--- src/rtl/cpstr_demux_rx.sv ---
// -----------------------------------------------------------------------------
// cpstr_demux_rx
//
// Receive-side stream demultiplexer. Consumes the escaped byte stream coming
// out of the link RX FIFO and routes data bytes to one of NUM_STREAMS
// valid/ready consumers.
//
// Stream encoding:
//   {ESC_CHAR, idx}       select stream idx (idx = 0 .. NUM_STREAMS-1)
//   {ESC_CHAR, ESC_CHAR}  literal ESC_CHAR data byte
//   any other byte        data byte for the currently selected stream
//
// A single output register {byte, dst} sits between the input and all the
// stream lanes. It accepts a new byte in the same cycle it drains, so a
// consumer that is always ready sees one byte per cycle. Each accepted data
// byte appears on o_valid one cycle after it is accepted.
//
// Ports:
//   i_clk         clock
//   i_rst_n       asynchronous reset, active low
//   i_data        escaped input byte
//   i_valid       input byte valid
//   o_ready       input byte accepted when i_valid && o_ready
//   o_data        one byte lane per stream; every lane carries the output register
//   o_valid       one-hot or zero; bit k = byte pending for stream k
//   i_ready       per-stream consumer ready
//   o_sel         currently selected stream index
//   o_sel_ok      a valid index has been selected (and not invalidated since)
//   o_err         one-cycle pulse on a protocol error
//
// Optional feature, macro CPSTR_DEMUX_ERRCNT_EN:
//   i_errcnt_clr  synchronous clear of the error counter (wins over a new error)
//   o_errcnt      saturating count of o_err pulses
// -----------------------------------------------------------------------------
module cpstr_demux_rx #(
  parameter int          NUM_STREAMS = 2,
  parameter logic [7:0]  ESC_CHAR    = 8'hFF,
  localparam int         SW          = (NUM_STREAMS > 1) ? $clog2(NUM_STREAMS) : 1
) (
  input  logic                       i_clk,
  input  logic                       i_rst_n,
  input  logic [7:0]                 i_data,
  input  logic                       i_valid,
  output logic                       o_ready,
  output logic [8*NUM_STREAMS-1:0]   o_data,
  output logic [NUM_STREAMS-1:0]     o_valid,
  input  logic [NUM_STREAMS-1:0]     i_ready,
  output logic [SW-1:0]              o_sel,
  output logic                       o_sel_ok,
  output logic                       o_err
`ifdef CPSTR_DEMUX_ERRCNT_EN
  ,
  input  logic                       i_errcnt_clr,
  output logic [7:0]                 o_errcnt
`endif
);

  typedef enum logic {
    S_DATA = 1'b0,
    S_ESC  = 1'b1
  } state_t;

  state_t          state_q, state_d;

  // Output register.
  logic            full_q;
  logic [7:0]      byte_q;
  logic [SW-1:0]   dst_q;

  // Stream selection.
  logic [SW-1:0]   sel_q, sel_d;
  logic            sel_ok_q, sel_ok_d;

  logic            err_q, err_d;
  logic            load;
  logic            accept;
  logic            drain;
  logic            is_esc;
  logic            is_idx;

  // The register may take a new byte whenever it is empty or draining this
  // cycle. The byte value plays no part, so markers see the same handshake.
  assign drain   = full_q && i_ready[dst_q];
  assign o_ready = !full_q || i_ready[dst_q];
  assign accept  = i_valid && o_ready;

  // Index check on the whole byte: 0x02..0xFE must not alias onto a valid
  // index by truncation. ESC_CHAR is tested first so it is never an index.
  assign is_esc = (i_data == ESC_CHAR);
  assign is_idx = !is_esc && (32'(i_data) < NUM_STREAMS);

  // NOTE: every signal written here gets a default first; a path that left one
  // unassigned would infer a latch.
  always_comb begin
    state_d  = state_q;
    sel_d    = sel_q;
    sel_ok_d = sel_ok_q;
    err_d    = 1'b0;
    load     = 1'b0;

    if (accept) begin
      unique case (state_q)
        S_DATA: begin
          if (is_esc) begin
            state_d = S_ESC;
          end else if (sel_ok_q) begin
            load = 1'b1;
          end else begin
            err_d = 1'b1;           // data with no stream selected: dropped
          end
        end

        S_ESC: begin
          state_d = S_DATA;
          if (is_esc) begin
            // Literal ESC_CHAR follows the ordinary data-byte rules.
            if (sel_ok_q) load  = 1'b1;
            else          err_d = 1'b1;
          end else if (is_idx) begin
            sel_d    = i_data[SW-1:0];
            sel_ok_d = 1'b1;
          end else begin
            // Bad index: drop everything until the next good marker.
            sel_ok_d = 1'b0;
            err_d    = 1'b1;
          end
        end

        default: state_d = S_DATA;
      endcase
    end
  end

  // NOTE: state registers use non-blocking assignments so every flop samples
  // the values from before the edge, independent of block ordering.
  always_ff @(posedge i_clk or negedge i_rst_n) begin
    if (!i_rst_n) begin
      state_q  <= S_DATA;
      sel_q    <= '0;
      sel_ok_q <= 1'b0;
      err_q    <= 1'b0;
    end else begin
      state_q  <= state_d;
      sel_q    <= sel_d;
      sel_ok_q <= sel_ok_d;
      err_q    <= err_d;
    end
  end

  // NOTE: the output byte is reset as well, since o_data is visible and must
  // read zero after reset; a pure datapath register could skip the reset.
  always_ff @(posedge i_clk or negedge i_rst_n) begin
    if (!i_rst_n) begin
      full_q <= 1'b0;
      byte_q <= '0;
      dst_q  <= '0;
    end else begin
      if (load) begin
        // dst is captured with the byte, so a later select cannot retarget
        // a byte that is still waiting for its consumer.
        full_q <= 1'b1;
        byte_q <= i_data;
        dst_q  <= sel_q;
      end else if (drain) begin
        full_q <= 1'b0;
      end
    end
  end

  always_comb begin
    o_valid = '0;
    if (full_q) o_valid[dst_q] = 1'b1;
  end

  assign o_data   = {NUM_STREAMS{byte_q}};
  assign o_sel    = sel_q;
  assign o_sel_ok = sel_ok_q;
  assign o_err    = err_q;

`ifdef CPSTR_DEMUX_ERRCNT_EN
  logic [7:0] errcnt_q;

  // Counts on the same edge that raises o_err.
  always_ff @(posedge i_clk or negedge i_rst_n) begin
    if (!i_rst_n) begin
      errcnt_q <= '0;
    end else if (i_errcnt_clr) begin
      errcnt_q <= '0;
    end else if (err_d && (errcnt_q != 8'hFF)) begin
      errcnt_q <= errcnt_q + 8'd1;
    end
  end

  assign o_errcnt = errcnt_q;
`endif

endmodule
--- config.mk ---
export PLATFORM = sky130hd
export DESIGN_NAME = cpstr_demux_rx
export DESIGN_NICKNAME = d
export VERILOG_FILES = /design/src/rtl/cpstr_demux_rx.sv
export SDC_FILE = /design/constraint.sdc
export NUM_CORES = 1
export LEC_CHECK = 0
export BUFFER_PORTS_ARGS = -buffer_cell sky130_fd_sc_hd__buf_2
export CELL_PAD_IN_SITES_DETAIL_PLACEMENT = 0
export CELL_PAD_IN_SITES_GLOBAL_PLACEMENT = 1
export CORE_ASPECT_RATIO = 0.7
export CORE_MARGIN = 10
export CORE_UTILIZATION = 29
export DETAILED_ROUTE_END_ITERATION = 16
export GPL_ROUTABILITY_DRIVEN = 0
export PLACE_DENSITY = 0.69
export SLEW_MARGIN = 5
export SYNTH_ARGS = -nofsm -noshare
export SYNTH_HDL_FRONTEND = slang
export SYNTH_SLANG_ARGS = --single-unit
--- constraint.sdc ---
create_clock -name i_clk -period 1.55 [get_ports i_clk]
set_input_delay 0.0775 -clock i_clk [delete_from_list [all_inputs] [get_ports i_clk]]
set_output_delay 0.0775 -clock i_clk [all_outputs]
set_load 0.05 [all_outputs]
# ---- Yosys cells after proc, flatten, opt, wreduce, memory -nomap -nowiden
# Cells that the tools add are included.
dict set report word_totals {
  ff_bits 14
  input_bits 13
  wordCells 44
}
dict set report classes {
  n_lt_le_gt_ge 3
  n_eq_ne 1
  muxes 21
  n_bitwise 2
  n_reduce_logical 10
}
# operator n
set ops {}
lappend ops {{$mux W1} 16}
lappend ops {{$eq A8 B8 Y1 const B} 1}
lappend ops {{$lt A8 B2 Y1 const B} 1}
lappend ops {{$pmux W1 S2} 3}
lappend ops {{$logic_and A1 B1 Y1} 4}
lappend ops {{$reduce_and A4 Y1} 1}
lappend ops {{$reduce_and A3 Y1} 1}
lappend ops {{$logic_not A1 Y1} 2}
lappend ops {{$lt A1 B2 Y1 const B} 1}
lappend ops {{$mux W2} 1}
lappend ops {{$not A1 Y1} 2}
lappend ops {{$reduce_bool A2 Y1} 1}
lappend ops {{$demux W1 S1} 1}
lappend ops {{$ge A1 B1 Y1 const B} 1}
lappend ops {{$logic_or A1 B1 Y1} 1}

# ---- Longest topological paths before layout
# Gate-level depths: netlist (run 1).
dict set report depth {
  ltp_word 7
  mapped_depth 4
  mapped_depth_nobuf 4
}

# ---- Worst setup path after synthesis (run 1)
# No wires, ideal clock.
dict set report synth_timing {
  path_type {register to register}
  startpoint {reg dst_q}
  endpoint {reg sel_q, in the netlist o_sel}
  t_arrival_ns 1.574
  required_time_ns 1.422
  slack_ns -0.151
  stages_incl_launch_ff 5
  path_buffers 0
  cell_sequence {dfrtp_1 mux2i_1 nand2_2 or4b_1 mux2_1}
}
dict set report synth_via {
  elab_chain_len 5
}
# item line_no
set synth_lines {}
lappend synth_lines {{start: declaration} 68} ;# logic [SW-1:0] dst_q;
lappend synth_lines {{start signal: assignment} 163} ;# dst_q <= sel_q;
lappend synth_lines {{$mux W1 (not written as such) (2 in series)} 84} ;# assign o_ready = !full_q || i_ready[dst_q];
lappend synth_lines {{$logic_or A1 B1 Y1} 84}
lappend synth_lines {{named net o_ready} 44} ;# output logic o_ready,
lappend synth_lines {{$logic_and A1 B1 Y1} 85} ;# assign accept = i_valid && o_ready;
lappend synth_lines {{$reduce_and A4 Y1 (no line)} -}
lappend synth_lines {{end signal: assignment} 144} ;# sel_q <= sel_d;
lappend synth_lines {{end: declaration} 71} ;# logic [SW-1:0] sel_q, sel_d;
# The timed path passes the listed nets, and every way through them passes these cells. The select of a mux whose other input is x is not followed.
# A chain may end at the register's enable or synchronous reset.

# ---- Worst setup path in the final report (run 1)
dict set report layout_timing {
  startpoint {reg dst_q}
  endpoint {reg sel_q, in the netlist o_sel}
}
dict set report layout_via {
  elab_chain_len 5
}
# item line_no
set layout_lines {}
lappend layout_lines {{$mux W1 (not written as such) (2 in series)} 84}
lappend layout_lines {{$logic_or A1 B1 Y1} 84}
lappend layout_lines {{$logic_and A1 B1 Y1} 85}
lappend layout_lines {{$reduce_and A4 Y1 (no line)} -}
# No other way between the ends. The select of a mux whose other input is x is not followed.

==> run metrics, run 1 <==
number of diodes=0; Clk network pwr share=0.303; vias per cell=about 4.6; Worst setup EP type=register; Rel. slew slack=0.750; minimum clock period=approximately 1.5 ns; first-pass GRT wire length=approximately 3100 um; number of CTS-inserted buffers=3; largest net degree at the start of global routing=15; Die H=between 60 and 70 um; TNS Setup=0 ns; detailed placement HPWL=1530 um; Hold Path Class=input port to register; Data arrival, critical path=approximately 1.7 ns; drt pass-1 iters=4; syn avg cell area=around 12 um2; Final Skew=0.00615 ns; WL final=1910 um; CP startpoint kind=register; Synth area leaders=dfrtp_1, mux2_2, buf_4; Synth Instances=60; critical path's top delay family=simple AND/OR/NAND/NOR gates; WL/cell=around 15 um; Area growth syn-to-layout=32.0%; Buffers on Ports=34; Via Count=roughly 580; worst path required time=around 1.7 ns; Sw Pwr=310 uW; crit path max fanout=4; Worst-Margin Slew=between 0.3 and 0.4 ns; gr ovfl total=0; Hold Crit Depth=2; row count=14; Synth top area share=0.493; hold endpoint=o_sel$_DFFE_PN0P_; worst r2r src=dst_q$_DFFE_PN0P_; Die Span X=between 70 and 80 um; Main synth FF type=dfrtp_1; Peak VDD IR=~0.00067 V; PwrDens=roughly 950 nW/um2; worst min-delay path startpoint=i_data[0]; clk slew on worst S/H paths=around 0.09 ns; DR iter-0 viols=17; synth unique cells=24; FF-to-FF setup slack=about 0.006 ns; count of final setup violators=0; ys async rst share=1.00; post-synthesis cell area=just over 700 um2; worst hold margin=around 0.053 ns; vias in the first global route=around 650; Lkg Pwr=between 0.0005 and 0.0006 uW; reg-to-reg endpoint=o_sel$_DFFE_PN0P_; cells on worst reg2reg path=4; Comb pwr share=0.253; Final Cycle Share=0.996; CTS tree=yes; Nets=108; Flop pwr share=0.443; WP buf/inv=0; Tot GR Track Use=0.0814; DRC Markers=0; Mapped Nets=between 70 and 80; fin. max-slew vios=0; crit-path max cell delay=0.46 ns; Sinks on Clock Net=14; CP max stage cell=or4b_4; kind of critical path=register to register; Skew-Pair Late Insertion Delay=roughly 0.28 ns; Final ANT Viol Nets=0; Max Fclk=approximately 0.65 GHz; number of synthesized flops with an enable pin=0; Initial Utilization=0.317; count leader, synth=dfrtp_1; post-synthesis sequential area ratio=0.493; internal power=around 580 uW; worst path cell trace=mux2i_1, nand2_4, or4b_4, mux2_1; Clock Tree Buf Depth=2; Final Hold Violating Endpoints=0; RSZ-0062 raised after global routing=true; die area=4860 um2; initial antenna violation count=0; layout cell share with drive strength beyond 1=0.596; register bit total from synthesis=14; Core Area=~2200 um2; post-synth top area cell=dfrtp_1; Ports=35; H-tree depth=1; Root Driver=clkbuf_4; Commonest cells post-synth=dfrtp_1, mux2_2, buf_4; Syn. warnings=0; status=complete, no violations; Max-Cap Viols=0; Net Sw Frac=0.348
[stage by stage]
step	total power [uW]	std cells	utilization	setup slack [ns]	cell area [um2]
after global placement	626	121	0.396	0.0364	888
after global routing	938	126	0.419	-0.0517	938
after CTS	904	126	0.419	-0.00720	938
after detailed placement	629	121	0.396	-0.000896	888
after floorplan	577	60	-	-0.0747	716
final	890	126	0.419	0.00607	938
[how the worst max path moves through the flow]
stage / startpoint / to / depth (start not counted)
finish: dst_q$_DFFE_PN0P_ / o_sel$_DFFE_PN0P_ / 4
global route: dst_q$_DFFE_PN0P_ / o_sel$_DFFE_PN0P_ / 4
CTS: dst_q$_DFFE_PN0P_ / o_sel$_DFFE_PN0P_ / 4
detailed placement: dst_q$_DFFE_PN0P_ / o_sel$_DFFE_PN0P_ / 4
global placement: dst_q$_DFFE_PN0P_ / o_sel$_DFFE_PN0P_ / 4
floorplan: dst_q$_DFFE_PN0P_ / o_sel$_DFFE_PN0P_ / 4
[registers in the layout, indices dropped and copies added, names as in the netlist]
| signal | flops |
|---|---|
| o_sel | 1 |
| byte_q | 8 |
| o_err | 1 |
| o_sel_ok | 1 |
| dst_q | 1 |
| full_q | 1 |
| state_q | 1 |
[power by group through the flow]
stage               combinational (uW)  sequential [uW]  clock, uW
finish                             226              395        270
global route                       238              398        302
CTS                                229              395        279
detailed placement                 227              402          0
global placement                   226              401          0
floorplan                          110              467          0
[per-layer routing]
| metal | vias to the layer above | global-route usage | routed length, um |
|---|---|---|---|
| met5 | - | 0 | 0 |
| met4 | 0 | 0.0153 | 0 |
| met3 | 0 | 0.0567 | 234 |
| met2 | 30 | 0.119 | 787 |
| met1 | 276 | 0.0967 | 887 |
| li1 | 275 | - | - |
[final cells by class]
class	count	area [um2]
timing repair buffer	38	203
inverter	2	7.51
multi-input combinational	36	302
clock buffer	4	36.3
fill	249	1300
tap	32	40.0
sequential	14	350
[cells in the final DEF, fill, tap and decap left out]
master / instances
a21oi_1: 1
o21ai_0: 1
or3b_1: 1
nor3_1: 1
mux2_1: 1
nor2_1: 1
nand4b_2: 1
clkbuf_4: 3
and4_2: 1
mux2i_1: 2
a21bo_2: 1
dlygate4sd3_1: 1
and4_1: 1
nor2b_1: 1
buf_4: 3
or4b_4: 1
buf_2: 34
mux2_2: 9
o21ai_1: 1
nand3_1: 3
nor4_2: 1
nand2_1: 4
dfrtp_1: 14
nand2_4: 1
nand4_1: 2
and2_1: 1
inv_1: 2
clkbuf_8: 1
[what timing repair did]
item / in CTS / in global routing
hold buffers: 1 / 0
resized for setup: 1 / 0
setup buffers: 0 / 0
gates cloned: 0 / 0
endpoints found under the setup margin: 1 / 11
endpoints found under the hold margin: 14 / 0
[cells by family after synthesis]
logic type      synth area share
flops                      0.493
simple gates               0.190
mux                        0.187
compound gates            0.0352
buf+inv                   0.0951
Note: power is estimated with default switching activity, not from simulation.
==> inputs of run 2 (changes only) <==
--- a/config.mk
+++ b/config.mk
@@ -6,13 +6,14 @@
 export NUM_CORES = 1
 export LEC_CHECK = 0
 export BUFFER_PORTS_ARGS = -buffer_cell sky130_fd_sc_hd__buf_2
-export CELL_PAD_IN_SITES_DETAIL_PLACEMENT = 0
+export CELL_PAD_IN_SITES_DETAIL_PLACEMENT = 1
 export CELL_PAD_IN_SITES_GLOBAL_PLACEMENT = 1
 export CORE_ASPECT_RATIO = 0.7
 export CORE_MARGIN = 10
 export CORE_UTILIZATION = 29
 export DETAILED_ROUTE_END_ITERATION = 16
 export GPL_ROUTABILITY_DRIVEN = 0
+export HOLD_SLACK_MARGIN = 0.06
 export PLACE_DENSITY = 0.69
 export SLEW_MARGIN = 5
 export SYNTH_ARGS = -nofsm -noshare
==> run metrics, run 2 (synthesis results as in run 1) <==
largest net degree at the start of global routing=15; layout cell share with drive strength beyond 1=0.608; row count=14; Reg area=~350 um2; worst r2r src=dst_q$_DFFE_PN0P_; Lkg Pwr=approximately 0.00054 uW; uppermost layer routed=met3; worst path cell trace=mux2i_2, nand2_4, or4b_4, mux2_4; Root Driver=clkbuf_4; DRC Markers=0; Final Power=827 uW; Data arrival, critical path=approximately 1.7 ns; Fillers=around 280; CP max stage cell=or4b_4; H-tree depth=1; drt pass-1 iters=3; Area growth syn-to-layout=36.1%; Worst-Margin Slew=0.348 ns; Hold Path Class=input port to register; Final Cycle Share=1.00; Buffers on Ports=34; Clock Tree Buf Depth=2; PwrDens=between 800 and 900 nW/um2; Area after DPL=slightly below 900 um2; Die Span X=between 70 and 80 um; initial antenna violation count=0; max reg flops=8; Sinks on Clock Net=14; failing checks=negative setup slack; Worst setup EP type=register; crit path max fanout=4; CP startpoint kind=register; Rel. slew slack=0.767; Max-Cap Viols=0; Peak VDD IR=0.000546 V; Final Hold Violating Endpoints=0; wire length on met2=about 920 um; CTS tree=yes; Initial Utilization=0.317; status=finished with violations; WL/cell=between 15 and 20 um; commonest non-fill, non-tap cell in the layout=buf_2; Via Count=589; Finished Cell Area=between 900 and 1000 um2; vias in the first global route=679; gr ovfl total=0; minimum clock period=between 1.5 and 2 ns; crit-path max cell delay=0.47 ns; Nets=112; kind of critical path=register to register; final core occ=0.431; Skew-Pair Late Insertion Delay=about 0.27 ns; critical path's top delay family=simple AND/OR/NAND/NOR gates; die area=4860 um2; wire length on met1=a little over 900 um; clk slew on worst S/H paths=~0.080 ns; DR iter-0 viols=18; first-pass GRT wire length=about 3300 um; Tot GR Track Use=0.0870; worst min-delay path startpoint=i_data[0]; RSZ-0062 raised after global routing=true; Ports=35; Max Fclk=0.643 GHz; detailed placement HPWL=~1600 um; vias per cell=roughly 4.6; worst path required time=~1.7 ns; commonest cells after routing, fill and taps aside=buf_2, dfrtp_1, mux2_2; final worst slack=-0.00493 ns; FF-to-FF setup slack=-0.005 ns; Reg with most FFs=byte_q; Hold Crit Depth=2; Final Skew=0.00474 ns; routed length on met3=189 um; worst hold margin=around 0.077 ns; cells on worst reg2reg path=4; Final ANT Viol Nets=0; WL final=roughly 2000 um; footprint of the multi-input gates=slightly above 300 um2; number of CTS-inserted buffers=3; hold endpoint=byte_q[0]$_DFFE_PN0P_; count of final setup violators=1; number of diodes=0; Core Area=2240 um2; reg-to-reg endpoint=o_sel$_DFFE_PN0P_; fin. max-slew vios=0; WP buf/inv=0; Die H=between 60 and 70 um
## run 2: changes by cell type in the layout (fill, tap and decap cells not counted)
cell           change
mux2i_2            +1
clkbuf_8           -1
buf_4              +2
mux2_1             -1
dlygate4sd3_1      +2
mux2_4             +1
mux2i_1            -1
## run 2: worst max path at each step
stage,startpoint,to,slack (ns),cells after the start
2_1_floorplan,dst_q$_DFFE_PN0P_,o_sel$_DFFE_PN0P_,-0.07,4
3_3_place_gp,dst_q$_DFFE_PN0P_,o_sel$_DFFE_PN0P_,0.04,4
3_5_place_dp,dst_q$_DFFE_PN0P_,o_sel$_DFFE_PN0P_,0.001,4
4_1_cts,dst_q$_DFFE_PN0P_,o_sel$_DFFE_PN0P_,0.0007,4
5_1_grt,dst_q$_DFFE_PN0P_,o_sel$_DFFE_PN0P_,-0.04,4
6_report,dst_q$_DFFE_PN0P_,o_sel$_DFFE_PN0P_,-0.005,4
## run 2: metrics by stage
step                      setup WS [ns]  std cells  setup TNS [ns]
after floorplan                 -0.0747         60         -0.0747
after global placement           0.0364        121               0
after detailed placement       0.000973        121               0
after CTS                      0.000724        126               0
after global routing            -0.0374        129         -0.0435
final                          -0.00493        129        -0.00493
## run 2: cell type report
cell class                 instances  share of cell area
timing repair buffer              42               0.246
multi-input combinational         36               0.320
inverter                           2             0.00776
clock buffer                       3              0.0233
tap                               32              0.0414
sequential                        14               0.362
## run 2: report_power, final
group	switching, uW	internal (uW)
sequential	11.0	383
combinational	175	57.7
clock	110	90.0
total	296	531
## run 2: worst register-to-register path: stages, from the launching register on
cell and delay [ns]:
dfrtp_1 0.40, mux2i_2 0.17, nand2_4 0.10, or4b_4 0.47
mux2_4 0.31
## run 2: routing by layer
layer / GRT usage / vias up
met2: 0.151 / 27
met1: 0.0918 / 282
met4: 0.0153 / 0
met3: 0.0523 / 0
li1: - / 280
met5: 0 / -
## run 2: what timing repair did
item	in CTS	in global routing
setup buffers	0	2
hold buffers	2	1
resized for setup	1	2
endpoints found under the hold margin	15	1
setup endpoints to repair	1	10
pin swaps	0	1
